<file path="config.mk">
export PLATFORM = sky130hd
export DESIGN_NAME = conway_vga_scan
export DESIGN_NICKNAME = d
export VERILOG_FILES = /design/src/rtl/conway_vga_scan.sv
export SDC_FILE = /design/constraint.sdc
export NUM_CORES = 1
export LEC_CHECK = 0
export ABC_CLOCK_PERIOD_IN_PS = 10330
export CORE_UTILIZATION = 50
export CTS_BUF_LIST = sky130_fd_sc_hd__clkbuf_8
export CTS_CLUSTER_DIAMETER = 30
export CTS_CLUSTER_SIZE = 20
export DETAILED_ROUTE_END_ITERATION = 8
export GPL_TIMING_DRIVEN = 0
export PLACE_DENSITY = 0.81
export SYNTH_ARGS = -nofsm -noshare
export SYNTH_HDL_FRONTEND = slang
export SYNTH_SLANG_ARGS = --single-unit
</file>
<file path="constraint.sdc">
create_clock -name board_clk -period 10.33 [get_ports board_clk]
set_input_delay 2.066 -clock board_clk [delete_from_list [all_inputs] [get_ports board_clk]]
set_output_delay 2.066 -clock board_clk [all_outputs]
set_load 0.02 [all_outputs]
</file>
<file path="src/rtl/conway_vga_scan.sv">
// conway_vga_scan
// Reads the Conway cell buffer back and renders it as a 640x480 @ 60 Hz VGA
// raster. Each cell is a (1<<CELL_SHIFT)-pixel square. frame_start marks the
// start of vertical blanking so the update engine can swap generations
// without tearing.
//
// Ports:
//   board_clk    100 MHz clock; the pixel rate is board_clk/4
//   Reset        asynchronous, active-high
//   cell_addr    buffer read address, row*GRID_W + col
//   cell_rd      read strobe, high while the addressed pixel is visible
//   cell_data    cell state from the buffer (1 = live), sampled on div 1->2
//   hsync/vsync  active-low syncs, registered alongside the colour
//   vga_r/g/b    colour, 3/3/2 bits
//   vblank       high while vcnt >= 480
//   frame_start  one-clock pulse when vcnt becomes 480
//
// Build option: define GRID_LINES_EN to draw gray grid lines on dead cells.

module conway_vga_scan #(
  parameter int         CELL_SHIFT = 3,
  parameter int         ADDR_W     = 13,
  parameter logic [7:0] LIVE_RGB   = 8'b000_111_00
) (
  input  logic              board_clk,
  input  logic              Reset,
  output logic [ADDR_W-1:0] cell_addr,
  output logic              cell_rd,
  input  logic              cell_data,
  output logic              hsync,
  output logic              vsync,
  output logic [2:0]        vga_r,
  output logic [2:0]        vga_g,
  output logic [1:0]        vga_b,
  output logic              vblank,
  output logic              frame_start
);

  localparam int                GRID_W   = 640 >> CELL_SHIFT;
  localparam logic [ADDR_W-1:0] GRID_W_V = ADDR_W'(GRID_W);
`ifdef GRID_LINES_EN
  localparam logic [9:0]        CELL_MASK = 10'((1 << CELL_SHIFT) - 1);
  localparam logic [7:0]        GRID_RGB  = 8'b010_010_01;
`endif

  logic [1:0]        div_q, div_d;
  logic [9:0]        hcnt_q, hcnt_d, vcnt_q, vcnt_d;
  logic [ADDR_W-1:0] cell_addr_q, cell_addr_d;
  logic              cell_rd_q, cell_rd_d;
  logic              cell_q, cell_d;
  logic [7:0]        rgb_q, rgb_d;
  logic              hsync_q, hsync_d, vsync_q, vsync_d;
  logic              vblank_q, vblank_d;
  logic              frame_start_q, frame_start_d;

  logic       pix_ce, h_wrap, vis_cur, vis_next;
  logic [9:0] h_next, v_next;
  logic [7:0] pix_rgb;

  // row*GRID_W + col; GRID_W is a constant, so the product is a sum of
  // shifted copies of row, one per set bit of GRID_W.
  function automatic logic [ADDR_W-1:0] cell_index(input logic [9:0] h,
                                                   input logic [9:0] v);
    logic [ADDR_W-1:0] row;
    logic [ADDR_W-1:0] acc;
    row = ADDR_W'(v >> CELL_SHIFT);
    acc = ADDR_W'(h >> CELL_SHIFT);
    for (int i = 0; i < ADDR_W; i++) begin
      if (GRID_W_V[i]) acc = acc + (row << i);
    end
    return acc;
  endfunction

  always_comb begin
    div_d    = div_q + 2'd1;
    pix_ce   = (div_q == 2'd3);
    h_wrap   = (hcnt_q == 10'd799);
    h_next   = h_wrap ? 10'd0 : hcnt_q + 10'd1;
    if (h_wrap) v_next = (vcnt_q == 10'd524) ? 10'd0 : vcnt_q + 10'd1;
    else        v_next = vcnt_q;
    vis_cur  = (hcnt_q < 10'd640) && (vcnt_q < 10'd480);
    vis_next = (h_next < 10'd640) && (v_next < 10'd480);

    hcnt_d = pix_ce ? h_next : hcnt_q;
    vcnt_d = pix_ce ? v_next : vcnt_q;

    // Read phase: fetch for the pixel that starts at this edge; the address
    // holds through blanking so the buffer sees no spurious activity.
    cell_addr_d = cell_addr_q;
    if (pix_ce && vis_next) cell_addr_d = cell_index(h_next, v_next);
    cell_rd_d = pix_ce ? vis_next : cell_rd_q;

    // Only the div 1->2 edge listens to the buffer.
    cell_d = (div_q == 2'd1) ? cell_data : cell_q;

    pix_rgb = 8'd0;
    if (vis_cur && cell_q) pix_rgb = LIVE_RGB;
`ifdef GRID_LINES_EN
    else if (vis_cur && (((hcnt_q & CELL_MASK) == 10'd0) ||
                         ((vcnt_q & CELL_MASK) == 10'd0)))
      pix_rgb = GRID_RGB;
`endif

    // Output phase: colour and sync for the pixel that ends at this edge.
    rgb_d   = pix_ce ? pix_rgb : rgb_q;
    hsync_d = pix_ce ? !((hcnt_q >= 10'd656) && (hcnt_q <= 10'd751)) : hsync_q;
    vsync_d = pix_ce ? !((vcnt_q >= 10'd490) && (vcnt_q <= 10'd491)) : vsync_q;

    vblank_d      = pix_ce ? (v_next >= 10'd480) : vblank_q;
    frame_start_d = pix_ce && h_wrap && (vcnt_q == 10'd479);
  end

  always_ff @(posedge board_clk or posedge Reset) begin
    if (Reset) begin
      div_q         <= 2'd0;
      hcnt_q        <= 10'd0;
      vcnt_q        <= 10'd0;
      cell_addr_q   <= '0;
      cell_rd_q     <= 1'b0;
      cell_q        <= 1'b0;
      rgb_q         <= 8'd0;
      hsync_q       <= 1'b1;
      vsync_q       <= 1'b1;
      vblank_q      <= 1'b0;
      frame_start_q <= 1'b0;
    end else begin
      div_q         <= div_d;
      hcnt_q        <= hcnt_d;
      vcnt_q        <= vcnt_d;
      cell_addr_q   <= cell_addr_d;
      cell_rd_q     <= cell_rd_d;
      cell_q        <= cell_d;
      rgb_q         <= rgb_d;
      hsync_q       <= hsync_d;
      vsync_q       <= vsync_d;
      vblank_q      <= vblank_d;
      frame_start_q <= frame_start_d;
    end
  end

  assign cell_addr   = cell_addr_q;
  assign cell_rd     = cell_rd_q;
  assign hsync       = hsync_q;
  assign vsync       = vsync_q;
  assign vga_r       = rgb_q[7:5];
  assign vga_g       = rgb_q[4:2];
  assign vga_b       = rgb_q[1:0];
  assign vblank      = vblank_q;
  assign frame_start = frame_start_q;

endmodule

</file>
## Word-level counts from Yosys, hierarchy flattened

Index checks and enable logic that the tools add are counted.

| operators by class | value |
|---|---|
| div/mod/pow operators | 0 |
| add/subtract/negate cells | 5 |
| bitwise logic cells | 0 |
| reduce and logical (&&, ||, !) cells | 10 |
| eq/ne operators | 5 |
| mux-type cells | 5 |
| shifts and indexed selects | 0 |
| order comparisons | 9 |
| multiply operators | 0 |

Operators by type and width:

| operator | count |
|---|---|
| 10-bit 2-to-1 mux | 3 |
| 10-bit by 1-bit adder with 10-bit output (second input constant) | 2 |
| 10-bit equality test (second input constant) | 2 |
| 10-bit by 9-bit greater-or-equal comparator with 1-bit output (second input constant) | 2 |
| 10-bit less-than comparator (second input constant) | 2 |
| 10-bit by 9-bit less-than comparator with 1-bit output (second input constant) | 2 |
| 13-bit adder | 1 |
| 13-bit 2-to-1 mux | 1 |
| 7-bit by 11-bit adder with 12-bit output | 1 |
| 10-bit by 9-bit equality test with 1-bit output (second input constant) | 1 |
| 10-bit greater-or-equal comparator (second input constant) | 1 |
| 10-bit <= comparator (second input constant) | 1 |
| 10-bit by 9-bit <= comparator with 1-bit output (second input constant) | 1 |
| 1-bit logical AND | 8 |
| 5-bit 2-to-1 mux | 1 |
| 2-bit by 1-bit adder with 2-bit output (second input constant) | 1 |
| 2-bit by 1-bit equality test with 1-bit output (second input constant) | 1 |
| 2-bit equality test (second input constant) | 1 |
| 1-bit logical NOT | 2 |

| word-level totals | value |
|---|---|
| output and inout port bits | 26 |
| memory bits (writable) | 0 |
| word-level logic and storage cells | 45 |
| bits in read-only memories | 0 |
| latch bits | 0 |
| memories | 0 |
| register bits after elaboration | 49 |
| input bits | 3 |

## Longest topological paths before layout

Gate-level depths: netlist (run 1).

| logic depth | value |
|---|---|
| depth after elaboration | 8 |
| mapped depth | 20 |

## Worst setup path before layout (run 1)

No wires, ideal clock.

| path | value |
|---|---|
| path kind | register -> register |
| from | reg hcnt_q[0] |
| to | reg cell_addr_q[11] (netlist: cell_addr[11]) |
| arrival | 3674 ps |
| data required time | 10205 ps |
| path slack | 6531 ps |
| setup time | 125 ps |
| stages on the path, launching flop included | 19 |
| path through | dfrtp_1 > ha_1 > and3_1 > buf_2 > nand3_2 > or2_2 > xor2_1 > inv_1 > ha_1 > a31oi_1 > and2_1 > xnor2_1 > ha_1 > a21o_1 > a21oi_1 > o21bai_1 > a21oi_1 > xnor2_1 > mux2_2 |

| between the ends | value |
|---|---|
| word-level cells in the longest chain between the ends | 5 |
| elaborated cells between the ends (all ways) | 11 |

RTL lines:

| item | line | text |
|---|---|---|
| start: declaration | 47 | `logic [9:0] hcnt_q, hcnt_d, vcnt_q, vcnt_d;` |
| start signal: assignment | 128 | `hcnt_q <= hcnt_d;` |
| 10-bit equality test (*) | 77 | `h_wrap = (hcnt_q == 10'd799);` |
| 10-bit 2-to-1 mux (*) | 79 | `if (h_wrap) v_next = (vcnt_q == 10'd524) ? 10'd0 : vcnt_q + 10'd1;` |
| via v_next[5] | 57 | `logic [9:0] h_next, v_next;` |
| 7-bit by 11-bit adder with 12-bit output or 10-bit by 9-bit less-than comparator with 1-bit output (tied branches) | 69, 82 |  |
| 13-bit 2-to-1 mux or 1-bit logical AND (tied branches) | 90, 82 |  |
| 13-bit adder or 1-bit logical AND (tied branches) | 69, 90 |  |
| end signal: assignment | 130 | `cell_addr_q <= cell_addr_d;` |
| end: declaration | 48 | `logic [ADDR_W-1:0] cell_addr_q, cell_addr_d;` |

The timed path passes the listed nets; every way through them passes the cells marked *. The select of a mux whose other input is x is not followed.
A chain may end at the register's enable or synchronous reset.

## Worst setup path in the final report (run 1)

Ends and elaborated chain as after synthesis.

==> results of run 1 <==
[logic make-up (layout without fill, tap and decap cells)]
logic type	after synthesis	count (layout)	synth area share, %
DFF	42	42	38.5
xor gates and xnor gates	25	25	7.99
AOI/OAI and AO/OA	50	50	12.9
adders and majority gates	16	16	7.58
buffers and inverters	40	70	7.58
and+or+nand+nor	77	77	16.3
muxes	20	20	9.09
other	1	5	0.137
[cell usage after synthesis (all sizes together), types with 3 or more instances]
master / n / share of area [%]
xor2: 11 / 3.5
nand4: 6 / 1.4
nor2: 15 / 2.1
a21o: 3 / 0.82
xnor2: 14 / 4.5
inv: 19 / 2.6
nor4: 4 / 1.5
buf: 18 / 4.6
nand2b: 3 / 0.69
nand2: 13 / 1.8
dfrtp: 40 / 37
a31oi: 3 / 0.69
nand3: 12 / 2.4
ha: 15 / 6.9
mux2: 18 / 8.4
a21oi: 15 / 3.2
nor3: 9 / 2.1
clkbuf: 3 / 0.41
o21ai: 15 / 2.9
[layout make-up]
type | instances | area (um2) | share of cell area, %
clock inverter | 2 | 7.51 | 0.238
clock buffer | 5 | 68.8 | 2.19
timing repair buffer | 23 | 230 | 7.31
buffer | 21 | 136 | 4.33
sequential | 42 | 1050 | 33.5
tap | 70 | 87.6 | 2.78
multi-input combinational | 193 | 1490 | 47.4
inverter | 19 | 71.3 | 2.27
[worst reg2reg max path, stage by stage (launching register included)]
cell	delay (ps)
dfrtp_1	390
ha_1	200
and3_1	160
buf_2	170
nand3_2	170
or2_2	360
xor2_1	320
inv_1	120
ha_1	360
a31oi_1	260
and2_1	230
xnor2_1	140
ha_1	250
a21o_1	180
a21oi_1	260
o21bai_1	100
a21oi_1	180
xnor2_1	70
mux2_2	250
[stage by stage]
| stage | std cells | power (mW) | hold WS, ps | cell area [um2] | util (%) |
|---|---|---|---|---|---|
| after floorplan | 275 | 0.175 | 428 | 2750 | - |
| after global placement | 368 | 0.178 | 441 | 3070 | 59.0 |
| after detailed placement | 368 | 0.179 | 457 | 3070 | 59.0 |
| after CTS | 375 | 0.277 | 468 | 3150 | 60.5 |
| after global routing | 375 | 0.283 | 514 | 3150 | 60.5 |
| final | 375 | 0.273 | 468 | 3150 | 60.5 |
[how the worst min path moves through the flow]
stage | startpoint | end | slack [ps] | depth (start not counted)
floorplan | div_q[0]$_DFF_PP0_ | div_q[0]$_DFF_PP0_ | 430 | 1
global placement | div_q[0]$_DFF_PP0_ | div_q[0]$_DFF_PP0_ | 440 | 1
detailed placement | div_q[0]$_DFF_PP0_ | div_q[0]$_DFF_PP0_ | 460 | 1
CTS | div_q[0]$_DFF_PP0_ | div_q[0]$_DFF_PP0_ | 470 | 1
global route | vsync$_DFFE_PP1N_ | vsync$_DFFE_PP1N_ | 510 | 2
finish | div_q[0]$_DFF_PP0_ | div_q[0]$_DFF_PP0_ | 470 | 1
[sequential cells by signal (all words and copies together) (netlist names), 2 cells and up]
register / flops
cell_addr: 13
hcnt_q: 10
vcnt_q: 10
div_q: 2
[per-layer routing]
layer | share of wire, % | wire length [um] | GRT usage (%)
met5 | 0 | 0 | 0
met2 | 49 | 2580 | 32.5
met4 | 1.3 | 68 | 6.15
met3 | 2.5 | 130 | 3.59
met1 | 47 | 2450 | 27.1
[power groups by stage]
stage | registers, mW | clock network (mW) | logic [mW]
global route | 0.165 | 0.107 | 0.0112
floorplan | 0.168 | 0 | 0.00701
detailed placement | 0.168 | 0 | 0.0104
global placement | 0.168 | 0 | 0.0101
finish | 0.165 | 0.0977 | 0.0100
CTS | 0.165 | 0.101 | 0.0103
==> flow_summary_export.csv, run 1 <==
group,metric,value,unit
layout,mostFrequentLayoutCell,"dfrtp_1",
cts,buffer_depth_of_the_longest_clock_path,2,
die,die-width,76.0,um
cts,clock_tree.root_cell,"clkbuf_8",
synthesis,netlist_instances,271,
cts,clock_latency,290,ps
layout,area.growth.synth_to_final,14.9,%
critical_path,critical_path.top_delay_family,"compound AO/OA/AOI/OAI gates",
timing,final.setup.worst_slack,6040,ps
routing,firstDrtPassIters,4,
routing,vias,1986,
critical_path,crit_required,10510,ps
synthesis,synth.cell_area,2740,um2
routing,antenna_violating_nets_post_route,0,
global_routing,wire_length_of_the_first_global_routing_pass,9340,um
global_routing,antenna_violations_before_repair,0,
global_routing,number_of_global_route_vias_before_repair,1963,
critical_path,crit_path_max_incr_delay,390,ps
timing,timing_max_transition_violations_final,0,
synthesis,postSynth.asyncResetShare,100,%
cts,cts_setup_buffers,0,
cts,cts_sink_cnt,42,
power,p_per_area,86.6,nW/um2
placed_design,placement.setup.worst_slack,6090,ps
synthesis,synth_area_per_cell,10.1,um2
layout,drive_gt1_share,18.0,%
outcome,run_status,"complete, no violations",
cts,post_cts.resized_instances,0,
power,power_report.internal_total,213,uW
power,power_frac_comb,3.7,%
critical_path,path_buf_inv,2,
die,die_area,5780,um2
timing,max_clock_freq,0.233,GHz
critical_path,type_of_origin_of_the_critical_path,"flop",
routing,drt-initial-drc-count,93,
routing,post_drt_via_cell_ratio,5.30,
global_routing,grt_start_max_net_pins,43,
die,start_util,52.6,%
critical_path,critPathArrivalTime,4470,ps
timing,setup_tns,0,ps
timing,hold_viol,0,
critical_path,crit_end,"cell_addr[11]$_DFFE_PP0P_",
routing,drt-total-wl,5230,um
layout,count_of_inserted_antenna_diode_cells,0,
timing,worst_slew_pin_slew,877,ps
layout,final_net_count,324,
cts,hold_fix_buffers_cts,0,
cts,tritoncts_clock_tree,"built",
critical_path,cp_max_fo,7,
synthesis,ys.warnings.count,0,
timing,max-slew-margin-rel,41.5,%
global_routing,globalRoute.totalOverflow,0,
timing,fin_crit,4290,ps
placed_design,port_buffers,23,
critical_path,timing.reg2reg.setup_slack,6040,ps
power,netSwitchingPower,59.7,uW
power,switching_share,21.9,%
synthesis,synth.yosys.seq_area_share,38.5,%
critical_path,worst_path_max_delay_cell,"dfrtp_1",
timing,min_period_over_period,41.6,%
critical_path,worstSetupPathDepth,18,
power,p_leak,1.46,nW
power,sequentialPowerShare,60.5,%
synthesis,synth-seq-cells,42,
routing,remaining_drc_errors,0,
die,dieHeight,76.0,um
layout,num-fill-cells,438,
die,boundaryPins,29,
timing,rsz0062_at_grt,"no",
critical_path,worst_r2r_endpoint,"cell_addr[11]$_DFFE_PP0P_",
critical_path,startpoint_of_the_worst_register_to_register_path,"hcnt_q[0]$_DFFE_PP0N_",
die,floorplan.core_area,5200,um2
critical_path,reg2regPathDepth,18,
synthesis,synth_edf_count,0,
cts,numCtsBuffers,5,
critical_path,crit_chain,"ha_1 -> and3_1 -> buf_2 -> nand3_2 -> or2_2 -> xor2_1 -> inv_1 -> ha_1 -> a31oi_1 -> and2_1 -> xnor2_1 -> ha_1 -> a21o_1 -> a21oi_1 -> o21bai_1 -> a21oi_1 -> xnor2_1 -> mux2_2",
min_path,min-delay-path-class,"reg2reg",
die,rows,26,
critical_path,worst_path_most_repeated_cell,"ha_1",
timing,final_worst_clock_skew,4.69,ps
critical_path,crit_path_kind,"reg2reg",
cts,clk_pin_slew,80,ps
layout,most-common-layout-cells,"dfrtp_1, clkdlybuf4s50_1, inv_1",
cts,cts.htree.levels,2,
power,max-vdd-ir-drop,64.5,uV
timing,setup_viol_count_final,0,
placed_design,place_congestion,0.864,
synthesis,synth_cell_type_count,55,
placed_design,place.detailed.hpwl,3790,um
global_routing,gr-usage-all-layers,19.9,%
routing,post_drt_wl_per_cell,13.9,um
job,count_of_maximum_capacitance_violations,0,
critical_path,worst_setup_path_end_kind,"flop",
critical_path,worstSetupStartpoint,"hcnt_q[0]$_DFFE_PP0N_",
synthesis,commonest_register_cell_after_synthesis,"dfrtp_1",
power,clock_power_share,35.8,%
(Power assumes the default switching activity.)
==> run 2: changes to the inputs <==
Settings changed: ABC_CLOCK_PERIOD_IN_PS 10330 to 4200.
Clock period 10.33 ns to 4.2 ns, I/O delays scaled along.
==> flow_summary_export.csv, run 2 (synthesis results as in run 1) <==
group,metric,value,unit
die,die_area,5780,um2
layout,mostFrequentLayoutCell,"dfrtp_1",
die,boundaryPins,29,
cts,clk_pin_slew,70,ps
timing,max_clock_freq,0.253,GHz
min_path,min_from,"div_q[0]$_DFF_PP0_",
critical_path,crit_chain,"inv_1 -> ha_1 -> nand4_1 -> nor4_4 -> buf_4 -> o41ai_2 -> xor2_1 -> ha_1 -> a21oi_1 -> xnor2_1 -> ha_1 -> inv_1 -> fa_1 -> inv_1 -> a21oi_1 -> o21bai_1 -> xor2_1 -> mux2_2",
layout,area.growth.synth_to_final,18.2,%
layout,area_used_by_multi_input_combinational_logic,1540,um2
layout,largest_register_ff_count,13,
placed_design,placedCellCount,368,
critical_path,crit_path_max_incr_delay,670,ps
layout,drive_gt1_share,21.2,%
critical_path,path_buf_inv,4,
layout,ff_latch_area,1050,um2
timing,max-slew-margin-rel,42.4,%
critical_path,worst_path_max_delay_cell,"o41ai_2",
routing,post_drt_via_cell_ratio,5.45,
layout,final_net_count,330,
timing,fin_crit,3950,ps
routing,firstDrtPassIters,4,
outcome,run_status,"complete, no violations",
timing,fin_worst_hold_slack,465,ps
global_routing,grt_start_max_net_pins,43,
critical_path,type_of_origin_of_the_critical_path,"flop",
global_routing,number_of_global_route_vias_before_repair,1967,
cts,clock_tree.root_cell,"clkbuf_8",
timing,final_worst_clock_skew,4.95,ps
placed_design,place.detailed.hpwl,3790,um
layout,most-common-layout-cells,"dfrtp_1, clkdlybuf4s50_1, inv_1",
routing,post_drt_wl_per_cell,14.5,um
routing,drt-initial-drc-count,111,
layout,count_of_inserted_antenna_diode_cells,0,
global_routing,gr-usage-all-layers,20.1,%
global_routing,antenna_violations_before_repair,0,
job,count_of_maximum_capacitance_violations,0,
critical_path,crit_required,4380,ps
timing,setup_viol_count_final,0,
critical_path,critical_path.top_delay_family,"compound AO/OA/AOI/OAI gates",
routing,drt-total-wl,5530,um
layout,finish.cell_count_without_fillers,381,
layout,num-fill-cells,419,
placed_design,place_congestion,0.864,
placed_design,port_buffers,23,
timing,timing_max_transition_violations_final,0,
min_path,min-delay-path-class,"reg2reg",
min_path,hold_depth,1,
cts,numCtsBuffers,5,
critical_path,timing.reg2reg.setup_slack,250,ps
critical_path,worst_r2r_endpoint,"cell_addr[10]$_DFFE_PP0P_",
power,p_per_area,207,nW/um2
global_routing,wire_length_of_the_first_global_routing_pass,9400,um
die,dieHeight,76.0,um
critical_path,worst_setup_path_end_kind,"flop",
min_path,worstHoldEndpoint,"div_q[0]$_DFF_PP0_",
timing,min_period_over_period,94.0,%
die,rows,26,
critical_path,crit_path_kind,"reg2reg",
cts,clock_latency,290,ps
critical_path,critPathArrivalTime,4130,ps
timing,worst_slew_pin_slew,862,ps
cts,tritoncts_clock_tree,"built",
critical_path,cp_max_fo,6,
global_routing,globalRoute.totalOverflow,0,
power,max-vdd-ir-drop,159,uV
routing,remaining_drc_errors,0,
die,start_util,52.6,%
critical_path,reg2regPathDepth,18,
routing,antenna_violating_nets_post_route,0,
power,p_leak,1.50,nW
die,floorplan.core_area,5200,um2
timing,hold_viol,0,
die,die-width,76.0,um
cts,cts_sink_cnt,42,
cts,cts.htree.levels,2,
critical_path,worstSetupPathDepth,18,
routing,vias,2075,
critical_path,startpoint_of_the_worst_register_to_register_path,"vcnt_q[0]$_DFFE_PP0N_",
cts,buffer_depth_of_the_longest_clock_path,2,
==> run 2: power breakdown <==
group | switching, mW | internal (mW)
combinational | 0.0152 | 0.00929
sequential | 0.000802 | 0.405
clock | 0.131 | 0.110
==> run 2: layout make-up <==
class	count	share of cell area, %
Buffer	21	4.21
Clock buffer	5	2.13
Clock inverter	2	0.232
Inverter	19	2.20
Timing Repair Buffer	29	8.50
Multi-Input combinational cell	193	47.5
Tap cell	70	2.71
Sequential cell	42	32.5
==> run 2: worst max path at each step <==
| stage | start | to | slack [ps] |
|---|---|---|---|
| after floorplan | hcnt_q[0]$_DFFE_PP0N_ | cell_addr[11]$_DFFE_PP0P_ | 400 |
| after global placement | hcnt_q[0]$_DFFE_PP0N_ | cell_addr[11]$_DFFE_PP0P_ | 20 |
| after detailed placement | hcnt_q[0]$_DFFE_PP0N_ | cell_addr[11]$_DFFE_PP0P_ | -40 |
| after CTS | hcnt_q[0]$_DFFE_PP0N_ | cell_addr[11]$_DFFE_PP0P_ | 50 |
| after global routing | vcnt_q[0]$_DFFE_PP0N_ | cell_addr[10]$_DFFE_PP0P_ | -10 |
| final | vcnt_q[0]$_DFFE_PP0N_ | cell_addr[10]$_DFFE_PP0P_ | 250 |
==> run 2: routing by layer <==
layer / routed length, um / vias to the layer above / global-route usage (%)
met1: 2460 / 1009 / 27.5
met5: 0 / - / 0
met2: 2840 / 38 / 32.5
met3: 152 / 9 / 3.59
met4: 81 / 0 / 6.15
li1: - / 1019 / -
==> run 2: what timing repair did <==
action                     4_1_cts  5_1_grt
hold buffers                     0        0
buffers inserted                 0        6
setup endpoints to repair        1        3
pin swaps                        0        2
resized for setup                1        5
==> run 2: per-stage QoR <==
stage	util, %	setup TNS, ps	instance area [um2]	power [mW]	setup WS [ps]
CTS	60.6	0	3160	0.681	51.2
global route	62.2	-13.0	3240	0.698	-13.0
detailed placement	59.0	-43.1	3070	0.439	-43.1
floorplan	-	0	2750	0.431	401
finish	62.2	0	3240	0.671	252
global placement	59.0	0	3070	0.439	18.0
